File: src/rtl/iter_square.sv
// Sequential shift-add squarer: sq_out = x_ip * x_ip, one multiplier bit per clock.
// Optional SQ_OVF_EN adds ovf_out, set when the square does not fit in WIDTH bits.
module iter_square #(
  parameter int unsigned WIDTH = 16,
  parameter int unsigned CNT_W = 5
) (
  input  logic               clk,
  input  logic               rst,
  input  logic               start_ip,
  input  logic [WIDTH-1:0]   x_ip,
  output logic               busy_out,
  output logic               done_out,
  output logic [2*WIDTH-1:0] sq_out
`ifdef SQ_OVF_EN
  ,
  output logic               ovf_out
`endif
);

  localparam int unsigned PW = 2 * WIDTH;

  typedef enum logic [0:0] {
    S_IDLE = 1'b0,
    S_RUN  = 1'b1
  } state_e;

  state_e             state_q, state_d;
  logic [PW-1:0]      acc_q, acc_d;
  logic [PW-1:0]      mcand_q, mcand_d;
  logic [WIDTH-1:0]   mplr_q, mplr_d;
  logic [CNT_W-1:0]   count_q, count_d;
  logic [PW-1:0]      sq_q, sq_d;
  logic               done_q, done_d;
  logic               busy_q, busy_d;
  logic [PW-1:0]      sum_c;
  logic               last_c;
`ifdef SQ_OVF_EN
  logic               ovf_q, ovf_d;
`endif

  assign sum_c  = acc_q + (mplr_q[0] ? mcand_q : '0);
  assign last_c = (count_q == CNT_W'(WIDTH - 1));

  // State and datapath registers; reset overrides everything, including a run in flight.
  always_ff @(posedge clk) begin
    if (rst) begin
      state_q <= S_IDLE;
      acc_q   <= '0;
      mcand_q <= '0;
      mplr_q  <= '0;
      count_q <= '0;
      sq_q    <= '0;
      done_q  <= 1'b0;
      busy_q  <= 1'b0;
`ifdef SQ_OVF_EN
      ovf_q   <= 1'b0;
`endif
    end else begin
      state_q <= state_d;
      acc_q   <= acc_d;
      mcand_q <= mcand_d;
      mplr_q  <= mplr_d;
      count_q <= count_d;
      sq_q    <= sq_d;
      done_q  <= done_d;
      busy_q  <= busy_d;
`ifdef SQ_OVF_EN
      ovf_q   <= ovf_d;
`endif
    end
  end

  // Next-state logic.
  always_comb begin
    state_d = state_q;
    case (state_q)
      S_IDLE:  if (start_ip) state_d = S_RUN;
      S_RUN:   if (last_c)   state_d = S_IDLE;
      default: state_d = S_IDLE;
    endcase
  end

  // Datapath and output next values; done is a single-cycle pulse by default.
  always_comb begin
    acc_d   = acc_q;
    mcand_d = mcand_q;
    mplr_d  = mplr_q;
    count_d = count_q;
    sq_d    = sq_q;
    done_d  = 1'b0;
    busy_d  = busy_q;
`ifdef SQ_OVF_EN
    ovf_d   = ovf_q;
`endif
    case (state_q)
      S_IDLE: begin
        if (start_ip) begin
          mcand_d = PW'(x_ip);
          mplr_d  = x_ip;
          acc_d   = '0;
          count_d = '0;
          busy_d  = 1'b1;
        end
      end
      S_RUN: begin
        acc_d   = sum_c;
        mcand_d = mcand_q << 1;
        mplr_d  = mplr_q >> 1;
        count_d = count_q + CNT_W'(1);
        if (last_c) begin
          sq_d   = sum_c;
          done_d = 1'b1;
          busy_d = 1'b0;
`ifdef SQ_OVF_EN
          ovf_d  = |sum_c[PW-1:WIDTH];
`endif
        end
      end
      default: ;
    endcase
  end

  assign busy_out = busy_q;
  assign done_out = done_q;
  assign sq_out   = sq_q;
`ifdef SQ_OVF_EN
  assign ovf_out  = ovf_q;
`endif

endmodule

File: config.mk
export PLATFORM = sky130hd
export DESIGN_NAME = iter_square
export DESIGN_NICKNAME = d
export VERILOG_FILES = /design/src/rtl/iter_square.sv
export SDC_FILE = /design/constraint.sdc
export NUM_CORES = 1
export LEC_CHECK = 0
export CORE_ASPECT_RATIO = 0.9
export CORE_MARGIN = 2
export CORE_UTILIZATION = 43
export CTS_BUF_LIST = sky130_fd_sc_hd__clkbuf_8
export DETAILED_ROUTE_END_ITERATION = 12
export GPL_ROUTABILITY_DRIVEN = 0
export PLACE_DENSITY = 0.73
export SETUP_SLACK_MARGIN = 0.15
export SYNTH_ARGS = -nofsm -noshare
export SYNTH_HDL_FRONTEND = slang
export SYNTH_SLANG_ARGS = --single-unit
File: constraint.sdc
create_clock -name clk -period 3.6 [get_ports clk]
set_input_delay 0.54 -clock clk [delete_from_list [all_inputs] [get_ports clk]]
set_output_delay 0.54 -clock clk [all_outputs]
set_load 0.005 [all_outputs]
### Word-level counts from Yosys, hierarchy flattened

Index checks and enable logic that the tools add are counted.

| cells by class | value |
|---|---|
| $add $sub $neg | 2 |
| eq/ne operators | 3 |
| muxes and demuxes | 16 |
| bitwise logic cells | 1 |
| reduce and logical (&&, ||, !) cells | 3 |

Operators by type and width:

| kind | number |
|---|---|
| $pmux W32 S2 | 2 |
| $mux W32 | 3 |
| $add A32 B32 Y32 | 1 |
| $pmux W16 S2 | 1 |
| $mux W16 | 1 |
| $pmux W5 S2 | 1 |
| $add A5 B1 Y5 const B | 1 |
| $eq A5 B4 Y1 const B | 1 |
| $mux W1 | 5 |
| $mux W5 | 1 |
| $pmux W1 S2 | 2 |
| $reduce_and A2 Y1 | 2 |
| $ne A2 B1 Y1 const B | 1 |
| $ne A2 B2 Y1 const B | 1 |
| $reduce_or A2 Y1 | 1 |
| $not A1 Y1 | 1 |

| storage, ports and cells | value |
|---|---|
| register bits after elaboration | 120 |
| input bits | 19 |
| output and inout bits | 34 |
| logic and storage cells | 33 |

### Longest topological paths before layout

| depth | value |
|---|---|
| depth in word-level cells | 3 |
| mapped depth | 11 |
| mapped depth without buffers | 9 |

### Worst setup path after synthesis

No wires, ideal clock.

| timing | value |
|---|---|
| path kind | flip-flop to flip-flop |
| start | register mplr_q[0] |
| end | register acc_q[30] |
| arrival | 2843 ps |
| data required time | 3483 ps |
| slack | 640 ps |
| cell stages (with the launch flop) | 11 |
| cells stage by stage | dfxtp_1 clkbuf_1 and2_1 ha_1 fa_1 a21o_1 a311o_1 a221oi_2 nor3_1 or3_1 a32o_2 |

| between the ends | value |
|---|---|
| longest elaborated chain between the ends | 3 |

Ends and longest elaborated chain:

| element | RTL line | text |
|---|---|---|
| start: declaration | 30 | `logic [WIDTH-1:0] mplr_q, mplr_d;` |
| start signal: assignment | 62 | `mplr_q <= mplr_d;` |
| $mux W32 | 41 | `assign sum_c = acc_q + (mplr_q[0] ? mcand_q : '0);` |
| $add A32 B32 Y32 | 41 |  |
| $pmux W32 S2 | 95 | `case (state_q)` |
| end signal: assignment | 48 | `acc_q <= '0;` |
| end signal: assignment | 60 | `acc_q <= acc_d;` |
| end: declaration | 28 | `logic [PW-1:0] acc_q, acc_d;` |

Every way passes these cells.
A chain may end at the register's enable or synchronous reset.

### Worst setup path after layout

Ends and elaborated chain as after synthesis.

==> results.md <==
* Initial antenna violation count at 0
* Die Width at 135 um
* Critical Path RT at 3.95 ns
* IO buf count at 52
* Core Footprint at 0.0153 sq mm
* Routed vias/inst at 5.68
* Mean post-synth cell area at 8.24 sq um
* Peak VDD IR at 0.000217 V
* Worst Hold Class: reg2reg
* Status: completed
* Least-Margin Pin Slew at 0.729 ns
* Syn Inst Count at 810
* Final WL at 16700 um
* DRT iter0 DRCs at 407
* DRC at 0
* Number of cells on the worst reg-to-reg path at 9
* Initial Utilization at 43.7%
* Post-DRT Antenna Nets at 0
* FILL cells at 1454
* Ys Warns at 0
* First-pass iteration count of the detailed router at 5
* Chip Height at 122 um
* Clk slew on worst S/H paths at 0.08 ns
* Total power at 0.00268 W
* FF-to-FF Start: mplr_q[0]$_SDFFE_PP0P_
* PD cells at 349 mW/mm^2
* Endpoint, Worst Hold: sq_out[10]$_SDFFE_PP0P_
* Nets at 888
* Post-synth EDFFs at 0
* Worst skew pair latency at 0.47 ns
* Ant diodes at 0
* Setup Skew at 0.0219 ns
* Leakage power at 3.16 nW
* First-pass GRT wire length at 27000 um
* Final critical-path share of the clock period at 84.9%
* Root buffer cell: clkbuf_8
* Die ar. at 0.0165 sq mm
* Hold path depth at 2
* Max-cap viol count at 0
* Synth Cell Area at 0.00668 sq mm
* Worst R2R Setup Slack at 0.55 ns
* Register area at 0.00241 sq mm
* GRT Util Overall at 20.9%
* Setup violators final at 0
* Min cycle time layout at 3.05 ns
* Post-DP HPWL at 11900 um
* Row count at 43
* Setup crit end kind: flip-flop
* Synth Register Bits at 120
* Slew headroom at 51.3%
* Critical Path Start Type: flip-flop
* Grt ovf at 0
* Final hold viol count at 0
* Vias post-DR at 5964
* Worst-case clock buffer depth at 2
* Vias in the first global route at 5409
* Io pins at 53
* H-tree depth at 4
* Count of cell types in the netlist at 66
* Max frequency at 0.327 GHz
* Peak fanout along the critical path at 6
* Setup TNS Final at 0 ns
* CTS tree: built
* Fraction of layout instances using a drive strength above 1 at 7.19%
* Maximum number of pins on one net before global-route repair at 70
* CP Data Arrival Time at 3.41 ns
* WL per Instance at 15.9 um
* Multi-input logic area at 0.00403 sq mm
* WS Path Type: reg2reg
* Seq/Total Area, Yosys at 36.0%
* # clock sinks at 120
* Post-CTS sizing at 0
* Area Growth Syn to Fin at 14.9%
* Hold Crit Start: sq_out[10]$_SDFFE_PP0P_
* Number of setup buffers added after CTS at 0
* Max Slew Vio Count at 0
* Main synth FF type: dfxtp_1
* Worst r2r dst: acc_q[30]$_SDFFE_PP0P_
* FFs w/ async S/R, synth at 0%
* Syn Nets at 863
* RSZ-0062 raised after global routing: no
* Hold_buf cts at 0
* CTS Buf Count at 17
-- sequential cells by signal (all words and copies together) (netlist names) --
signal	cells
acc_q	32
mcand_q	32
sq_out	32
mplr_q	16
count_q	5
busy_out	1
done_out	1
state_q	1
-- synth_stat cells (all sizes together) (2+ instances only) --
master / number / area (sq um)
dfxtp: 120 / 2400
nor2: 110 / 413
a21oi: 104 / 524
nand2: 53 / 199
clkbuf: 43 / 161
and2: 38 / 238
ha: 33 / 413
mux2i: 33 / 330
nor3b: 28 / 210
o21ai: 27 / 139
a21o: 18 / 135
nor3: 16 / 80.1
a32o: 15 / 151
nand3: 15 / 75.1
buf: 13 / 62.6
a22o: 11 / 96.3
xnor2: 11 / 96.3
and3: 10 / 62.6
a211oi: 9 / 67.6
a31oi: 9 / 62.6
inv: 7 / 26.3
o211ai: 7 / 57.6
or3: 7 / 43.8
o21a: 6 / 45.0
o31ai: 6 / 45.0
a211o: 5 / 43.8
a31o: 5 / 43.8
nor2b: 5 / 31.3
a221o: 4 / 40.0
nand2b: 4 / 25.0
nand4: 4 / 25.0
xor2: 4 / 35.0
a2111oi: 2 / 23.8
a221oi: 2 / 23.8
and4: 2 / 17.5
o2111ai: 2 / 17.5
o21bai: 2 / 15.0
o31a: 2 / 17.5
-- metal layers --
layer / track usage [%] / vias up / wire, um
li1: - / 2998 / -
met1: 30.1 / 2738 / 8470
met2: 29.6 / 201 / 6850
met3: 5.62 / 27 / 1060
met4: 8.07 / 0 / 294
met5: 0 / - / 0
-- worst max-delay path: stages (launching register included) --
cell      delay, ns
dfxtp_1        0.35
and2_1         0.15
ha_1           0.21
fa_1           0.42
a21o_1         0.23
a311o_1        0.47
a221oi_2       0.39
nor3_1         0.12
or3_1          0.35
a32o_2         0.27
-- cell families (layout without fill, tap and decap cells) --
logic type	after synthesis	after routing	share of synthesized area [%]
DFF	120	120	36.0
AOI/OAI and AO/OA	248	248	25.0
adders and majority gates	34	34	6.49
muxes	34	34	5.12
and+or+nand+nor	296	296	21.7
xor gates and xnor gates	15	15	1.97
buffers and inverters	63	101	3.75
-- worst max-delay path by stage --
stage	startpoint	to	depth (start not counted)
2_1_floorplan	mplr_q[0]$_SDFFE_PP0P_	acc_q[30]$_SDFFE_PP0P_	10
3_3_place_gp	mplr_q[0]$_SDFFE_PP0P_	acc_q[30]$_SDFFE_PP0P_	9
3_5_place_dp	mplr_q[0]$_SDFFE_PP0P_	acc_q[30]$_SDFFE_PP0P_	9
4_1_cts	mplr_q[0]$_SDFFE_PP0P_	acc_q[30]$_SDFFE_PP0P_	9
5_1_grt	mplr_q[0]$_SDFFE_PP0P_	acc_q[30]$_SDFFE_PP0P_	9
6_report	mplr_q[0]$_SDFFE_PP0P_	acc_q[30]$_SDFFE_PP0P_	9
-- cell type report --
cell class,count,area share (%)
Clock buffer,19,3.41
Multi-Input combinational cell,627,52.5
Inverter,7,0.343
Timing Repair Buffer,62,7.80
Sequential cell,120,31.4
Clock inverter,13,1.27
Tap cell,202,3.30
-- cells in the final DEF, fill, tap and decap left out, drive strengths merged, types with 5 or more instances in the layout --
master	synthesis	layout
buf	13	12
o211ai	7	7
nor3b	28	28
inv	7	11
nand3	15	15
clkinv	0	6
a21o	18	18
a211oi	9	9
nand2	53	53
nor2b	5	5
a31oi	9	9
nor3	16	16
o21a	6	6
a31o	5	5
xnor2	11	11
or3	7	7
clkdlybuf4s50	0	50
o21ai	27	27
and2	38	38
nor2	110	110
mux2i	33	33
a32o	15	15
dfxtp	120	120
a21oi	104	104
and3	10	10
ha	33	33
a211o	5	5
clkbuf	43	19
o31ai	6	6
a22o	11	11
-- per-stage QoR --
| stage | hold slack [ns] | cells | worst slack, ns | cell area, sq um | utilization [%] |
|---|---|---|---|---|---|
| 2_1_floorplan | 0.432 | 810 | 0.640 | 6680 | - |
| 3_3_place_gp | 0.444 | 1018 | 0.660 | 7310 | 47.8 |
| 3_5_place_dp | 0.449 | 1018 | 0.600 | 7310 | 47.8 |
| 4_1_cts | 0.461 | 1050 | 0.573 | 7670 | 50.2 |
| 5_1_grt | 0.481 | 1050 | 0.393 | 7670 | 50.2 |
| 6_report | 0.455 | 1050 | 0.545 | 7670 | 50.2 |
-- power breakdown --
part           switching, W  total [W]  internal [W]
Sequential        0.0000321    0.00138       0.00135
Combinational      0.000108   0.000181     0.0000730
Clock              0.000594    0.00111      0.000516
No activity file was read; power rests on OpenSTA's default activity.
==> variant 1: new RTL, same flow settings <==
Add a define of `SQ_OVF_EN`.
--- a/src/rtl/iter_square.sv
+++ b/src/rtl/iter_square.sv
@@ -2,2 +2,4 @@
 // Optional SQ_OVF_EN adds ovf_out, set when the square does not fit in WIDTH bits.
+`define SQ_OVF_EN
+
 module iter_square #(
Function (old outputs only; new: ovf_out): kept (equiv_simple and equiv_induct, registers matched by name and starting in step).
==> variant 1 against the unedited design <==
Die area up 2.9%; worst hold slack barely moved; utilization rose by 1.2 points; first-iteration DRC count grew 58%; total power is 3.5% higher; worst setup slack got worse by 0.22 ns; cell area is 4.2% higher; synthesized area rose by 3.0%; wire length rose by 5.1%; sequential cell count up 1; largest cell class unchanged.
==> variant 1: results (changes against the unedited design) <==
Logic synthesis
  – Synth top area cells: dfxtp_1 (35%), a21oi_1 (7.9%), nand2_1 (6.2%) (was dfxtp_1 (36%), a21oi_1 (7.7%), ha_1 (6.2%))
  – Adder-Cell Fraction of Synth Area: 0.06297 (was 0.06485)
  – Most frequent cells after synthesis: dfxtp_1 (121), nand2_1 (113), nor2_1 (112), a21oi_1 (108), clkbuf_1 (59) (was dfxtp_1 (120), nor2_1 (110), a21oi_1 (103), nand2_1 (53), clkbuf_1 (43))
  – Yosys warns: 0 (unchanged)
  – Most used flip-flop cell after synthesis: dfxtp_1 (unchanged)
  – Compound-cell area share of the yosys netlist: 0.2146 (was 0.2499)
  – Post-synthesis cell count: 890 (was 810)
  – Syn nets: 943 (was 863)
  – Post-synthesis mux area share: 0.04804 (was 0.05117)
  – Post-Synth XOR/XNOR Area: 0.03057 (was 0.01968)
  – Fraction of the yosys area taken by sequential cells: 0.3523 (was 0.3599)
  – Async SR Flop Fraction: 0 (unchanged)
  – Library cells used by synthesis: 61 (was 66)

Global routing
  – Largest net degree at the start of global routing: 73 (was 70)
  – Global Route Usage Sum: 0.2112 (was 0.2088)
  – Antenna violations before repair: 0 (unchanged)
  – Vias in the first global route: 5464 (was 5409)
  – First-pass GRT wire length: 27920 um (was 27020 um)

Routing
  – Initial DRC count: 644 (was 407)
  – Via Count: 6365 (was 5964)
  – DRT Wirelength: 17510 um (was 16660 um)
  – Pre-antenna DRT Iters: 6 (was 5)

Clock network
  – Clk buf depth: 2 (unchanged)
  – Inserted Clock Buffers: 17 (unchanged)
  – Root Driver: clkbuf_8 (unchanged)
  – Clk_lat worst skew: 0.46 ns
  – H-tree Lvls: 4 (unchanged)
  – CTS clock-pin slew for the worst setup and hold paths: 0.07 ns

Critical path
  – Slowest stage delay, CP: 0.41 ns (was 0.47 ns)
  – CP max stage cell: ha_1 (was a311o_1)
  – Worst Path Max Fanout: 24 (was 6)
  – Crit path DAT: 3.66 ns (was 3.41 ns)
  – Cell class contributing the biggest share of worst-path delay: compound AO/OA/AOI/OAI gates (unchanged)

Timing
  – Worst-Margin Slew: 0.7764 ns (was 0.7288 ns)
  – Clk_skew: 0.01079 ns (was 0.02193 ns)

Layout
  – N_diodes: 0 (unchanged)
  – Share of cells above drive strength 1: 0.07816 (was 0.07193)
  – Post-Layout Cell Count: 1136 (was 1050)
  – Fin nets: 975 (was 888)

Power
  – Leakage power: 3.529 nW (was 3.159 nW)
  – VDD IR max: 0.2282 mV (was 0.2168 mV)

Placed design
  – Final HPWL DP: 12290 um (was 11880 um)
  – IO buf count: 53 (was 52)

Hold path
  – Hold/Removal Path Class: flip-flop to flip-flop (unchanged)

Run status
  – Status: finished, final reports clean (unchanged)
variant 1: kinds of logic after synthesis:
group | Yosys count
AND/OR/NAND/NOR | 368
XOR/XNOR | 24
buffers and inverters | 74
flip-flops | 121
AO/OA/AOI/OAI | 236
adder cells (fa/ha/maj) | 34
multiplexers | 33
variant 1: path summary, 6_finish.rpt:
kind                            slack [ns]          to  depth (start not counted)       start
worst max-delay path                  0.32     ovf_out                         12   mplr_q[0]
worst min-delay path                  0.46  sq_out[20]                          2  sq_out[20]
worst max register to register        0.32     ovf_out                         12   mplr_q[0]
worst min register to register        0.46  sq_out[20]                          2  sq_out[20]
variant 1: routing by layer:
| layer | wire length, um | GRT usage | vias up |
|---|---|---|---|
| li1 | - | - | 3197 |
| met2 | 7200 | 0.2854 | 195 |
| met4 | 323 | 0.08183 | 0 |
| met3 | 1058 | 0.05006 | 40 |
| met1 | 8923 | 0.3187 | 2933 |
| met5 | 0 | 0 | - |
variant 1: area by class of cell:
type | instances | area, um^2
Clock inverter | 14 | 125.1
Tap cell | 202 | 252.7
Sequential cell | 121 | 2425
Fill cell | 1509 | 7557
Inverter | 10 | 37.54
Multi-Input combinational cell | 695 | 4207
Timing Repair Buffer | 77 | 710.7
Clock buffer | 17 | 234.0
variant 1: metrics by stage:
stage / worst slack, ns / util / area (um^2)
final: 0.3245 / 0.5140 / 7991
after CTS: 0.1554 / 0.5116 / 7955
after global routing: 0.1397 / 0.5140 / 7991
after floorplan: 0.4496 / - / 6875
after global placement: 0.2556 / 0.4881 / 7590
after detailed placement: 0.1336 / 0.4881 / 7590
variant 1: worst min-delay path, delay by kind of cell, from the launching register on:
kind	cells	cell delay, ns
compound gates	1	0.05
flops	1	0.31
simple gates	1	0.05
variant 1: repair_timing:
action                     in CTS  in global routing
pin swaps                       0                  5
resized for setup               1                  8
setup endpoints to repair       1                 10
cloned                          0                  0
buffers inserted                0                  0
variant 1: power breakdown:
group | switching (mW) | total [mW] | leakage, nW | internal, mW
Combinational | 0.143 | 0.232 | 2.37 | 0.0890
Clock | 0.593 | 1.14 | 0.172 | 0.543
Sequential | 0.0279 | 1.40 | 0.983 | 1.37
Total | 0.763 | 2.77 | 3.53 | 2.01
==> variant 2: new RTL, same settings <==
Made on the original files. Remove the register `done_q`: a continuous assignment takes its place, so the output `done_out` follows one clock earlier.
--- a/src/rtl/iter_square.sv
+++ b/src/rtl/iter_square.sv
@@ -52,3 +52,2 @@
       sq_q    <= '0;
-      done_q  <= 1'b0;
       busy_q  <= 1'b0;
@@ -64,3 +63,2 @@
       sq_q    <= sq_d;
-      done_q  <= done_d;
       busy_q  <= busy_d;
@@ -71,2 +69,4 @@
   end
+
+  assign done_q = done_d;
 
Behaviour: same outputs for any inputs over 10 cycles, from zero or initial values and one cycle with rst high; that may be too few to reach the edited logic, so the function may still have changed.
==> variant 2 against the unedited design <==
Worst setup slack better by 0.078 ns; combinational power grew 20%; cell area shrank 5.3%; total power up 4.1%; sequential cell count is 1 lower; die area down 6.2%; first-iteration DRC count is 25% lower; wire length fell by 17%; synthesized area fell by 6.4%; utilization grew 1.3 points; critical path type unchanged; largest power group unchanged; highest routed layer unchanged.
==> variant 2: results (changes against the unedited design) <==
Run status
  – Status: finished, final reports clean (unchanged)

Floorplanning
  – Area of the core: 0.01411 mm^2 (was 0.01528 mm^2)

Critical path
  – CP max stage cell: fa_1 (was a311o_1)
  – Worst Path Max Fanout: 15 (was 6)

Power
  – VDD IR max: 0.2268 mV (was 0.2168 mV)
  – Leakage power: 3.270 nW (was 3.159 nW)
  – Comb. pwr: 218 uW (was 181 uW)
  – Sw frac: 0.2353 (was 0.2744)

Clock network
  – Clk_lat worst skew: 0.45 ns (was 0.47 ns)
  – Inserted Clock Buffers: 17 (unchanged)

Global routing
  – Global Route Usage Sum: 0.1875 (was 0.2088)
  – Vias in the first global route: 4772 (was 5409)
  – Met2 Usage GRT: 0.2558 (was 0.2957)
  – Largest net degree at the start of global routing: 101 (was 70)
  – First-pass GRT wire length: 23130 um (was 27020 um)
  – Grt met1 use: 0.2785 (was 0.3007)
  – M3 GR Usage: 0.04934 (was 0.05618)

Layout
  – Fin nets: 844 (was 888)
  – Buffer share of cell area: 0.08094 (was 0.07798)
  – Register Area: 0.002382 mm^2 (was 0.002406 mm^2)
  – Filler Cell Count: 1361 (was 1454)
  – Area of the multi-input gates: 0.003643 mm^2 (was 0.004028 mm^2)
  – Core Util, Final: 0.5150 (was 0.5020)
  – Multi-input gates: 581 (was 627)
  – Clock buf/inv share: 0.05132 (was 0.04682)

Placed design
  – Placed Cells: 965 (was 1018)
  – Place WS: 0.6312 ns (was 0.5997 ns)
  – Final HPWL DP: 9566 um (was 11880 um)
  – Placed cell areas: 0.006893 mm^2 (was 0.007311 mm^2)

Logic synthesis
  – Syn nets: 813 (was 863)
  – Yosys reg bits: 119 (was 120)
  – Synth top area cells: dfxtp_1 (38%), ha_1 (6.6%), nand2_1 (6.0%) (was dfxtp_1 (36%), a21oi_1 (7.7%), ha_1 (6.2%))
  – Library cells used by synthesis: 60 (was 66)
  – Most frequent cells after synthesis: dfxtp_1 (119), nand2_1 (100), nor2_1 (91), a21oi_1 (72), o21ai_0 (44) (was dfxtp_1 (120), nor2_1 (110), a21oi_1 (103), nand2_1 (53), clkbuf_1 (43))
  – Mean Syn Cell Area: 8.223 um^2 (was 8.241 um^2)
  – Fraction of the yosys area taken by sequential cells: 0.3812 (was 0.3599)

Routing
  – Routed length on met2: 5687 um (was 6845 um)
  – WL met1: 7184 um (was 8468 um)
  – Initial DRC count: 305 (was 407)
  – Metal3 WL: 735 um (was 1055 um)
  – Vias per cell: 5.169 (was 5.680)
  – Drt wl/cell: 13.89 um (was 15.87 um)

Timing
  – Slew HR: 0.2720 (was 0.5130)
variant 2: cell count changes in the layout (fill, tap and decap cells not counted), moves of 13 or more:
cell | before | now
nor3b_1 | 28 | 2
a21oi_1 | 103 | 72
nand2_1 | 53 | 100
and3_1 | 10 | 33
xor2_1 | 4 | 17
nor2_1 | 110 | 91
o21ai_0 | 21 | 44
a32o_1 | 14 | 0
variant 2: logic make-up after synthesis:
group | share of synthesized area
AO/OA/AOI/OAI | 0.2026
XOR/XNOR | 0.04064
adder cells (fa/ha/maj) | 0.06927
buffers and inverters | 0.03664
flip-flops | 0.3812
multiplexers | 0.05285
AND/OR/NAND/NOR | 0.2168
variant 2: path summary, 6_finish.rpt:
path / slack [ns] / depth (start not counted) / to
min reg2reg: 0.45 / 2 / sq_out[12]
max reg2reg: 0.62 / 12 / sq_out[30]
min: 0.45 / 2 / sq_out[12]
max: 0.62 / 12 / sq_out[30]
